$ cat src/rtl/crossbar_pkg.sv
// crossbar_pkg: shared constants and types for the 4x4 crossbar scheduler
package crossbar_pkg;
  localparam int N_PORTS = 4;
  localparam int SEL_W = 2;
  localparam int SEL_LSB = 0;
  localparam int EN_LSB = 8;
  typedef logic [SEL_W-1:0] sel_t;
endpackage

$ cat src/rtl/rr_arbiter4.sv
// rr_arbiter4: combinational 4-way round-robin pick starting at ptr
// req: request bits; ptr: search start; gnt: one-hot winner; idx: winner index; any: a winner exists
module rr_arbiter4
  import crossbar_pkg::*;
(
  input  logic [N_PORTS-1:0] req,
  input  sel_t               ptr,
  output logic [N_PORTS-1:0] gnt,
  output sel_t               idx,
  output logic               any
);
  always_comb begin
    gnt = '0;
    idx = ptr;
    any = 1'b0;
    for (int o = 0; o < N_PORTS; o++)
      if (!any && req[ptr + sel_t'(o)]) begin
        any = 1'b1;
        idx = ptr + sel_t'(o);
        gnt[ptr + sel_t'(o)] = 1'b1;
      end
  end
endmodule

$ cat src/rtl/crossbar_sched4x4.sv
// crossbar_sched4x4: per-output round-robin scheduler driving a registered 4x4 crossbar control word
// clk/rst_n: clock and async active-low reset; req_valid/req_dst: per-input destination requests;
// abort: clears all connections; gnt: one-cycle accept pulse per input;
// xbar_ctrl: {4'b0, enables[11:8], selects[7:0]}; out_busy: per-output connection active
module crossbar_sched4x4
  import crossbar_pkg::*;
#(
  parameter int HOLD_CYCLES = 4
) (
  input  logic        clk,
  input  logic        rst_n,
  input  logic [3:0]  req_valid,
  input  logic [7:0]  req_dst,
  input  logic        abort,
  output logic [3:0]  gnt,
  output logic [15:0] xbar_ctrl,
  output logic [3:0]  out_busy
);
  localparam int CNT_W = $clog2(HOLD_CYCLES + 1);
  localparam logic [CNT_W-1:0] HOLD_V = CNT_W'(HOLD_CYCLES);
  logic [CNT_W-1:0]   cnt_q [N_PORTS];
  logic [CNT_W-1:0]   cnt_d [N_PORTS];
  sel_t               sel_q [N_PORTS];
  sel_t               sel_d [N_PORTS];
  sel_t               ptr_q [N_PORTS];
  sel_t               ptr_d [N_PORTS];
  logic [N_PORTS-1:0] gnt_q, gnt_d, busy_q, busy_d;
  logic [N_PORTS-1:0] cand [N_PORTS];
  logic [N_PORTS-1:0] arb_gnt [N_PORTS];
  sel_t               arb_idx [N_PORTS];
  logic [N_PORTS-1:0] arb_any;
  // An output may re-arbitrate on its last hold cycle so connections run back to back;
  // inputs granted last cycle are masked because their request may still be up.
  always_comb begin
    cand = '{default: '0};
    for (int k = 0; k < N_PORTS; k++)
      for (int i = 0; i < N_PORTS; i++)
        cand[k][i] = req_valid[i] && (req_dst[SEL_W*i +: SEL_W] == sel_t'(k)) && !gnt_q[i]
                     && (cnt_q[k] <= CNT_W'(1)) && !abort;
  end
  for (genvar g = 0; g < N_PORTS; g++) begin : g_arb
    rr_arbiter4 u_arb (
      .req(cand[g]),
      .ptr(ptr_q[g]),
      .gnt(arb_gnt[g]),
      .idx(arb_idx[g]),
      .any(arb_any[g])
    );
  end
  always_comb begin
    gnt_d = '0;
    busy_d = '0;
    cnt_d = cnt_q;
    sel_d = sel_q;
    ptr_d = ptr_q;
    for (int k = 0; k < N_PORTS; k++) begin
      gnt_d = gnt_d | arb_gnt[k];
      cnt_d[k] = abort ? '0 : arb_any[k] ? HOLD_V : (cnt_q[k] != '0) ? cnt_q[k] - CNT_W'(1) : cnt_q[k];
      sel_d[k] = arb_any[k] ? arb_idx[k] : sel_q[k];
      ptr_d[k] = arb_any[k] ? arb_idx[k] + sel_t'(1) : ptr_q[k];
      busy_d[k] = cnt_d[k] != '0;
    end
  end
  always_ff @(posedge clk or negedge rst_n) begin
    if (!rst_n) begin
      gnt_q <= '0;
      busy_q <= '0;
      for (int k = 0; k < N_PORTS; k++) begin
        cnt_q[k] <= '0;
        sel_q[k] <= '0;
        ptr_q[k] <= '0;
      end
    end else begin
      gnt_q <= gnt_d;
      busy_q <= busy_d;
      cnt_q <= cnt_d;
      sel_q <= sel_d;
      ptr_q <= ptr_d;
    end
  end
  always_comb begin
    xbar_ctrl = '0;
    for (int k = 0; k < N_PORTS; k++) begin
      xbar_ctrl[SEL_LSB + SEL_W*k +: SEL_W] = sel_q[k];
      xbar_ctrl[EN_LSB + k] = busy_q[k];
    end
  end
  assign gnt = gnt_q;
  assign out_busy = busy_q;
endmodule

$ cat config.mk
export PLATFORM = sky130hd
export DESIGN_NAME = crossbar_sched4x4
export DESIGN_NICKNAME = d
export VERILOG_FILES = /design/src/rtl/crossbar_pkg.sv /design/src/rtl/rr_arbiter4.sv /design/src/rtl/crossbar_sched4x4.sv
export SDC_FILE = /design/constraint.sdc
export NUM_CORES = 1
export LEC_CHECK = 0
export CAP_MARGIN = 20
export CORE_UTILIZATION = 55
export CTS_BUF_LIST = sky130_fd_sc_hd__clkbuf_8 sky130_fd_sc_hd__clkbuf_16
export CTS_CLUSTER_DIAMETER = 40
export DETAILED_ROUTE_END_ITERATION = 8
export HOLD_SLACK_MARGIN = 0.05
export PLACE_DENSITY = 0.84
export SYNTH_ARGS = -nofsm -noshare
export SYNTH_HDL_FRONTEND = slang
export SYNTH_SLANG_ARGS = --single-unit
$ cat constraint.sdc
create_clock -name clk -period 6.4 [get_ports clk]
set_input_delay 0.64 -clock clk [delete_from_list [all_inputs] [get_ports clk]]
set_output_delay 0.64 -clock clk [all_outputs]
set_load 0.01 [all_outputs]
==> impl_metrics.yaml, run 1 <==
place:
  gp_congestion: 0.983
  io_buffers: 34
  dp_hpwl_um: 8750
  place_area_sq_um: 4360
  dpl.cell_count: 592
worst_setup_path:
  crit_arrival_ps: 3640
  crit_path_end_kind: "register"
  critPathKind: "in2reg"
  crit_family: "compound AO/OA/AOI/OAI gates"
  cp_max_fo: 38
  cp_slowest_cell: "o32ai_1"
  crit_buf_inv: 2
  cp-start-kind: "primary input"
  crit_path_max_incr_delay_ps: 620
  crit_chain: "clkdlybuf4s50_1 > buf_4 > and4bb_2 > a2111oi_0 > a31oi_1 > o32ai_1 > a21oi_1 > xnor2_1 > mux2_2"
  worstPathRequired_ps: 6580
sta:
  hold_ws_ps: 423
  drv_slew: 0
  setup_tns_ps: 0
  hold_viol: 0
  rsz0062_at_grt: "false"
  min_period_ps: 3460
  period_share_pct: 54.1
  setup_viol: 0
  fin_skew_ps: 10.9
  tightest_slew_ps: 853
  clock.fmax_mhz: 289
  relSlewSlack_pct: 43.2
power:
  vdd_drop_max_uv: 233
  leakagePower_nw: 1.79
  comb_power_share_pct: 65.4
  switching_share_pct: 50.2
  seqPwrFrac_pct: 25.0
  p_int_uw: 949
  p_sw_uw: 958
  pwr-share-clk_pct: 9.6
  powerDensity_nw_per_um2: 428
synth:
  syn_area_sq_um: 4010
  ys_warn_count: 0
  synth_top_area_share_pct: 22.4
  ys_seq_area_share_pct: 22.4
  synthDistinctLibCells: 76
  synthTopCellsByArea: "dfrtp_1 (22%), ha_1 (10%), nor2_1 (4.9%)"
  syn_avg_cell_area_sq_um: 8.33
  synth_edf_count: 0
  ys_ff_latch: 36
  yosysTopAreaCell: "dfrtp_1"
  ys_dominant_reg_cell: "dfrtp_1"
  synth_cells: 482
  synthArstFlopShare_pct: 100
cts:
  cts_tree: "built"
  cts_sinks: 36
  h-tree-depth: 2
  cts_resized: 0
  numCtsBuffers: 5
  clk_root_buffer_cell: "clkbuf_8"
  post_cts_buffers: 0
  clk_latency_ps: 300
  clkTransAtPathRegs_ps: 90
  hold_buffers: 0
  cts_buffer_depth: 2
layout:
  drive_above_1_share_pct: 8.53
  multi_input_area_sq_um: 2860
  final_common_cell: "nor2_1"
  regArea_sq_um: 901
  utilization_pct: 64.5
  nets: 550
  diodes: 0
  fin_area_sq_um: 4450
  stdcell_count: 600
  nFillCells: 630
  mostFrequentLayoutCells: "nor2_1 (52), dfrtp_1 (36), inv_1 (35)"
  area_growth_pct: 11.0
detailed_routing:
  drt_iter0_drc: 332
  route.vias.total: 4051
  viasPerCell: 6.75
  drc: 0
  routedWlPerCell_um: 19.4
  final_antenna_net_count: 0
  routed_wl_um: 11700
  dr.pass1.iters: 5
grt:
  grt_usage_pct: 32.0
  grt-ovfl-total: 0
  grt_pass1_wl_um: 19000
  antenna_found_initial: 0
  grt_max_degree: 39
  grt_pass1_vias: 3757
floorplan:
  core_sq_um: 6910
  dieWidth_um: 87.4
  initial_core_util_pct: 58.1
  dieHeight_um: 87.4
  core.rowCount: 30
  die_area_sq_um: 7640
  ioPinCount: 39
job:
  maxCapViolations: 0
outcome:
  status: "completed"
worst_hold_path:
  hold_path_class: "in2async"
state kept, by name (all words and copies together) (netlist names):
register,flops
cnt_q,12
xbar_ctrl,8
gnt,4
out_busy,4
ptr_q,8
cells by family after synthesis:
group / count (synthesis) / share of synthesized area, %
AND/OR/NAND/NOR: 182 / 25.4
AO/OA/AOI/OAI: 145 / 27.8
buffers and inverters: 60 / 6.61
flip-flops: 36 / 22.4
adder cells (fa/ha/maj): 32 / 9.97
multiplexers: 16 / 5.46
XOR/XNOR: 10 / 2.18
other: 1 / 0.0934
layout make-up:
cell class / count / share of cell area (%)
clock buffer: 6 / 1.85
clock inverter: 2 / 0.309
inverter: 36 / 3.03
multi-input combinational: 389 / 64.2
sequential: 36 / 20.2
tap: 96 / 2.70
timing repair buffer: 35 / 7.70
stage by stage:
step                      power (mW)  setup WS [ps]
after global routing            2.06           2810
after detailed placement        1.69           2700
after CTS                       1.89           3000
after floorplan                 1.34           3540
final                           1.91           2940
after global placement          1.67           2780
cell usage after synthesis (all sizes together) (4+ instances only):
cell type  instances
nor4               4
nor3              13
o22ai              4
o2111ai            6
xor2               5
or2                6
a32o               9
nand2             32
a21o               5
a22o               6
ha                32
mux4               4
mux2i              5
dfrtp             36
o21a               5
and2               9
nor3b              8
inv               35
a2111oi            9
clkbuf            12
mux2               7
and4bb             6
a31oi              7
nand4bb            6
o21ai             17
nand3             14
a221oi            13
a211oi             7
o211ai             8
a211o              4
nor2b             10
a22oi              4
or3                4
nor2              52
xnor2              5
buf               12
a21oi             17
nand4              5
worst reg2reg max path, cell delays in order, from the launching register on:
cell	delay (ps)
dfrtp_1	730
clkinv_1	430
ha_1	520
inv_1	140
o311a_1	140
a2111oi_2	750
a22o_1	250
a221oi_1	40
nand4_1	130
power groups by stage:
stage	Combinational, mW	Clock [mW]	Sequential, mW
finish	1.25	0.184	0.476
floorplan	0.917	0	0.424
global route	1.37	0.198	0.494
detailed placement	1.21	0	0.478
global placement	1.20	0	0.471
CTS	1.23	0.190	0.473
final timing paths:
| check | startpoint | endpoint | slack (ps) | cells past startpoint |
|---|---|---|---|---|
| setup / recovery | abort | ptr_q[1]$_DFFE_PN0P_ | 2940 | 9 |
| hold / removal | rst_n | ptr_q[3]$_DFFE_PN0P_ | 420 | 1 |
| setup reg to reg | ptr_q[6]$_DFFE_PN0P_ | gnt[2]$_DFF_PN0_ | 3210 | 8 |
| hold reg to reg | xbar_ctrl[1]$_DFFE_PN0P_ | xbar_ctrl[1]$_DFFE_PN0P_ | 480 | 1 |
| max in group asynchronous | rst_n | ptr_q[5]$_DFFE_PN0P_ | 5410 | 1 |
| min in group clk | xbar_ctrl[1]$_DFFE_PN0P_ | xbar_ctrl[1]$_DFFE_PN0P_ | 480 | 1 |
layer usage:
metal | vias up | track usage [%] | routed length [um]
met4 | 0 | 11.9 | 331
met3 | 35 | 4.45 | 822
li1 | 1873 | - | -
met5 | - | 0 | 0
met1 | 1936 | 42.8 | 5090
met2 | 207 | 52.6 | 5420
(Power assumes the default switching activity.)
==> run 2: changes to the inputs <==
CORE_UTILIZATION = 53   (was 55)
PLACE_DENSITY = 0.85   (was 0.84)
clock period = 2.9 ns   (was 6.4 ns; I/O delays follow)
==> impl_metrics.yaml, run 2 (same netlist as run 1, synthesis figures left out) <==
outcome:
  status: "completed"
grt:
  grt-ovfl-total: 0
  antenna_found_initial: 0
  grt_max_degree: 37
  grt_usage_pct: 34.5
  grt_pass1_wl_um: 21000
  grt_pass1_vias: 4329
cts:
  post_cts_buffers: 0
  clk_root_buffer_cell: "clkbuf_8"
  clk_latency_ps: 290
  h-tree-depth: 2
  hold_buffers: 0
  cts_sinks: 36
  cts_tree: "built"
  cts_buffer_depth: 2
  numCtsBuffers: 5
  clkTransAtPathRegs_ps: 80
  cts_resized: 0
worst_setup_path:
  r2r_end: "gnt[0]$_DFF_PN0_"
  cp-start-kind: "primary input"
  worstPathRequired_ps: 3040
  crit_chain: "clkdlybuf4s50_1 > buf_12 > or4b_2 > or2_2 > o21ai_1 > o211ai_2 > a32o_1 > a221oi_1 > nand4_1"
  critPathKind: "in2reg"
  reg2reg_from: "ptr_q[6]$_DFFE_PN0P_"
  crit_path_max_incr_delay_ps: 620
  crit_end: "gnt[0]$_DFF_PN0_"
  reg2reg_slack_ps: 230
  crit_start: "abort"
  cp_max_fo: 24
  crit_path_end_kind: "register"
  rr_worst_depth: 7
  cp_slowest_cell: "or4b_2"
  crit_arrival_ps: 2920
detailed_routing:
  viasPerCell: 6.41
  dr.pass1.iters: 5
  routedWlPerCell_um: 18.9
  final_antenna_net_count: 0
  drc: 0
  drt_iter0_drc: 358
  route.vias.total: 4375
  routed_wl_um: 12900
layout:
  utilization_pct: 69.6
  regMostFlops: "cnt_q"
  nets: 630
  largest_reg_flops: 12
  diodes: 0
  final_common_cell: "buf_4"
  area_growth_pct: 26.4
  drive_above_1_share_pct: 21.2
  mostFrequentLayoutCells: "buf_4 (80), nor2_1 (52), dfrtp_1 (36)"
place:
  gp_congestion: 1.01
  post-place-ws_ps: -203
  io_buffers: 34
  dp_hpwl_um: 10100
sta:
  relSlewSlack_pct: 44.1
  clock.fmax_mhz: 360
  hold_viol: 0
  tightest_slew_ps: 839
  rsz0062_at_grt: "false"
  drv_slew: 0
  fin_skew_ps: 4.81
  min_period_ps: 2770
  setup_viol: 0
  layout_setup_ws_ps: 126
  period_share_pct: 95.7
  setup_tns_ps: 0
floorplan:
  core.rowCount: 31
  initial_core_util_pct: 55.0
  dieHeight_um: 89.0
  ioPinCount: 39
  dieWidth_um: 89.0
  core_sq_um: 7290
  die_area_sq_um: 7930
worst_hold_path:
  hold_path_class: "in2async"
power:
  leakagePower_nw: 2.19
  powerDensity_nw_per_um2: 907
  vdd_drop_max_uv: 581
job:
  maxCapViolations: 0
## run 2: cell count changes in the layout (fill, tap and decap cells not counted)
cell      previous run  this run
buf_12               0         1
clkinv_2             1         2
inv_6                1         0
nor4_2               0         1
buf_4                1        80
nor4_1               4         3
## run 2: where the power goes
| group | internal (mW) | switching, mW | total [mW] |
|---|---|---|---|
| Sequential | 0.722 | 0.195 | 0.917 |
| Clock | 0.190 | 0.190 | 0.380 |
| Combinational | 1.48 | 1.83 | 3.31 |
| Total | 2.39 | 2.21 | 4.60 |
## run 2: final cells by class
| type | instances | area (sq um) |
|---|---|---|
| multi-input cells | 389 | 2870 |
| fillers | 635 | 2220 |
| repair buffers | 115 | 956 |
| flip-flops and latches | 36 | 901 |
| inverters | 36 | 135 |
| well taps | 99 | 124 |
| clock buffers | 6 | 82.6 |
| clock inverters | 2 | 10.0 |
## run 2: how the worst min path moves through the flow
stage | start | endpoint | slack [ps] | cells past startpoint
after floorplan | rst_n | cnt_q[0]$_DFF_PN0_ | -6 | 0
after global placement | rst_n | xbar_ctrl[0]$_DFFE_PN0P_ | 430 | 1
after detailed placement | rst_n | ptr_q[7]$_DFFE_PN0P_ | 450 | 1
after CTS | rst_n | ptr_q[7]$_DFFE_PN0P_ | 130 | 1
after global routing | rst_n | xbar_ctrl[0]$_DFFE_PN0P_ | 180 | 1
final | rst_n | ptr_q[7]$_DFFE_PN0P_ | 90 | 1
## run 2: routing by layer
metal	part of all wire, %	global-route usage, %
met1	40	40.9
met2	50	62.8
met3	5.7	4.43
met4	4.1	14.4
met5	0	0
## run 2: through the flow
| stage | hold slack (ps) | cell area [sq um] | power (mW) | instances |
|---|---|---|---|---|
| 2_1_floorplan | -5.59 | 4030 | 2.96 | 485 |
| 3_3_place_gp | 428 | 4970 | 4.05 | 675 |
| 3_5_place_dp | 447 | 4970 | 4.14 | 675 |
| 4_1_cts | 132 | 5070 | 4.55 | 683 |
| 5_1_grt | 182 | 5070 | 4.95 | 683 |
| 6_report | 93.4 | 5070 | 4.60 | 683 |
## run 2: worst max-delay path: cells and delay by family
family,cells,cell delay (ps)
and+or+nand+nor,3,1060
AOI/OAI and AO/OA,4,930
buffers and inverters,2,630
==> RTL edit: new RTL, config.mk and constraints of run 2 <==
The parameter `HOLD_CYCLES` goes from 4 to 8.
--- a/src/rtl/crossbar_sched4x4.sv
+++ b/src/rtl/crossbar_sched4x4.sv
@@ -6,5 +6,5 @@
   import crossbar_pkg::*;
 #(
-  parameter int HOLD_CYCLES = 4
+  parameter int HOLD_CYCLES = 8
 ) (
   input  logic        clk,
Check against the original RTL: not equivalent (Yosys sat finds a counterexample within 10 cycles, from zero or initial values and one cycle with rst_n low).
==> RTL edit against run 2 <==
Combinational power fell by 3%; synthesized area fell by 4.1%; total power is 2.5% higher; routed wire length shrank 10%; clock skew is 21 ps higher; worst setup slack lost 17 ps; largest power group unchanged; sequential cell count increased by 4; highest routed layer unchanged; global-route usage shrank 2.7 points; cell area is 4.2% lower; non-clock buffer count shrank 7; largest cell class unchanged.
==> RTL edit: results (changes against run 2) <==
- Run status: finished clean
- Cell family with most CP delay: simple AND/OR/NAND/NOR gates
- Fill cell instance count of the final layout: 568 (-11%)
- Delay of the slowest cell on the worst path: 520 ps (-100 ps)
- Final net count: 575 (-8.7%)
- Routed via count: 4042 (-7.6%)
- Master of the slowest instance on the critical path: sky130_fd_sc_hd__mux4_2
- Tightest hold margin: 79.31 ps (-14.08 ps)
- Wire per inst: 18.40 µm (-2.5%)
- Skew final: 25.98 ps (+21.17 ps)
- Crit path max fanout: 4 (-83%)
- Global-route wire length before repair: 18730 µm (-11%)
- Share of post-route cells with drive strength above 1: 0.2004 (-0.01195)
- Slew at the pin closest to its max-slew limit: 924.1 ps (+85.02 ps)
- Number of H-tree levels: 2 (unchanged)
- Standard cell area after detailed placement: 4737 µm² (-4.8%)
- Reg-to-reg slack, setup: 110 ps (-120 ps)
- Max FFs per register: 16 (+4)
- Detailed placement HPWL: 9000 µm (-11%)
- Cell count of the worst reg-to-reg path: 8 (+1)
- Later-pin clock latency in the skew report: 320 ps (+30 ps)
- Main area contributors after synthesis: sky130_fd_sc_hd__dfrtp_1 26%, sky130_fd_sc_hd__ha_1 8.8%, sky130_fd_sc_hd__nand2_1 3.6%
- Sequential cell area fraction in the yosys report: 0.2600 (+0.03555)
- Weighted congestion reported at the end of routability-driven placement: 0.9955 (-1.6%)
- CP Data Arrival Time: 2960 ps (+40 ps)
- Commonest cells in the synthesized netlist: 40 x sky130_fd_sc_hd__dfrtp_1, 37 x sky130_fd_sc_hd__nand2_1, 29 x sky130_fd_sc_hd__nor2_1
- Overall track demand over capacity in global routing: 0.3181 (-0.02655)
- Peak VDD IR: 573.1 µV (-1.4%)
- Share of async-settable or async-resettable flops after synthesis: 1.000 (unchanged)
- CTS clk-pin slew, worst paths: 110 ps (+30 ps)
- Leakage dissipation: 0.002081 µW (-4.9%)
- Origin of the critical flop-to-flop path: gnt[2]$_DFF_PN0_
- Number of different library cells in the post-synthesis netlist: 73 (-3.9%)
- Number of global-route vias before repair: 3902 (-9.9%)
- Worst flop-to-flop path endpoint: gnt[2]$_DFF_PN0_
- Biggest register: cnt_q
- Total number of yosys warnings: 0 (unchanged)
- Largest net degree at the start of global routing: 41 (+11%)
- ANT cells: 0 (unchanged)
- Drt first-iter violations: 373 (+4.2%)
- Net switching power: 2176 µW (-1.7%)
- Total clock buffers created by CTS: 5 (unchanged)
==> RTL edit: power groups by stage <==
stage	clock (µW)	combinational, µW	sequential (µW)
detailed placement	0	3140	1030
floorplan	0	2040	1070
global placement	0	3060	1010
CTS	505	3150	1020
global route	531	3500	1050
finish	496	3200	1020
==> RTL edit: final cells by class <==
cell class / instances / area (µm²) / area share
clock inverter: 3 / 46.29 / 0.009521
multi-input combinational: 351 / 2634 / 0.5417
tap: 96 / 120.1 / 0.02470
timing repair buffer: 108 / 890.9 / 0.1832
clock buffer: 5 / 68.82 / 0.01415
sequential: 40 / 1001 / 0.2059
inverter: 27 / 101.3 / 0.02084
==> RTL edit: logic make-up (layout without fill, tap and decap cells) <==
| group | Yosys count | count (layout) | synth area share |
|---|---|---|---|
| multiplexers | 10 | 10 | 0.03997 |
| adder cells (fa/ha/maj) | 27 | 27 | 0.08775 |
| buffers and inverters | 50 | 143 | 0.06142 |
| AND/OR/NAND/NOR | 157 | 157 | 0.2415 |
| XOR/XNOR | 16 | 16 | 0.04712 |
| AO/OA/AOI/OAI | 137 | 137 | 0.2613 |
| flip-flops | 40 | 40 | 0.2600 |
| other | 1 | 4 | 0.0009740 |
==> RTL edit: worst register-to-register path: cells and delay by family, from the launching register on <==
| family | cells | cell delay [ps] |
|---|---|---|
| and+or+nand+nor | 3 | 780 |
| muxes | 1 | 530 |
| buffers and inverters | 1 | 170 |
| AOI/OAI and AO/OA | 3 | 740 |
| DFF | 1 | 450 |
==> RTL edit: timing repair <==
action | in CTS | in global routing
endpoints found under the setup margin | 0 | 1
resized for setup | 0 | 2
hold buffers | 0 | 0
==> RTL edit: stage by stage <==
step	setup WS, ps	instances
6_report	108.6	630
4_1_cts	151.3	630
3_3_place_gp	-153.8	622
3_5_place_dp	-201.9	622
5_1_grt	12.24	630
2_1_floorplan	239.6	441
==> RTL edit: worst max-delay path by stage <==
stage | from | endpoint | slack (ps) | cells after the start
floorplan | ptr_q[0]$_DFFE_PN0P_ | ptr_q[1]$_DFFE_PN0P_ | 240 | 10
global placement | req_dst[1] | ptr_q[1]$_DFFE_PN0P_ | -150 | 9
detailed placement | abort | ptr_q[7]$_DFFE_PN0P_ | -200 | 11
CTS | abort | ptr_q[7]$_DFFE_PN0P_ | 150 | 11
global route | abort | gnt[3]$_DFF_PN0_ | 10 | 12
finish | req_valid[2] | gnt[2]$_DFF_PN0_ | 110 | 9
==> RTL edit: routing by layer <==
layer  share of wire  global-route usage
met5               0                   0
met4           0.035              0.1118
met1            0.42              0.4054
met3           0.071             0.03981
met2            0.48              0.5555
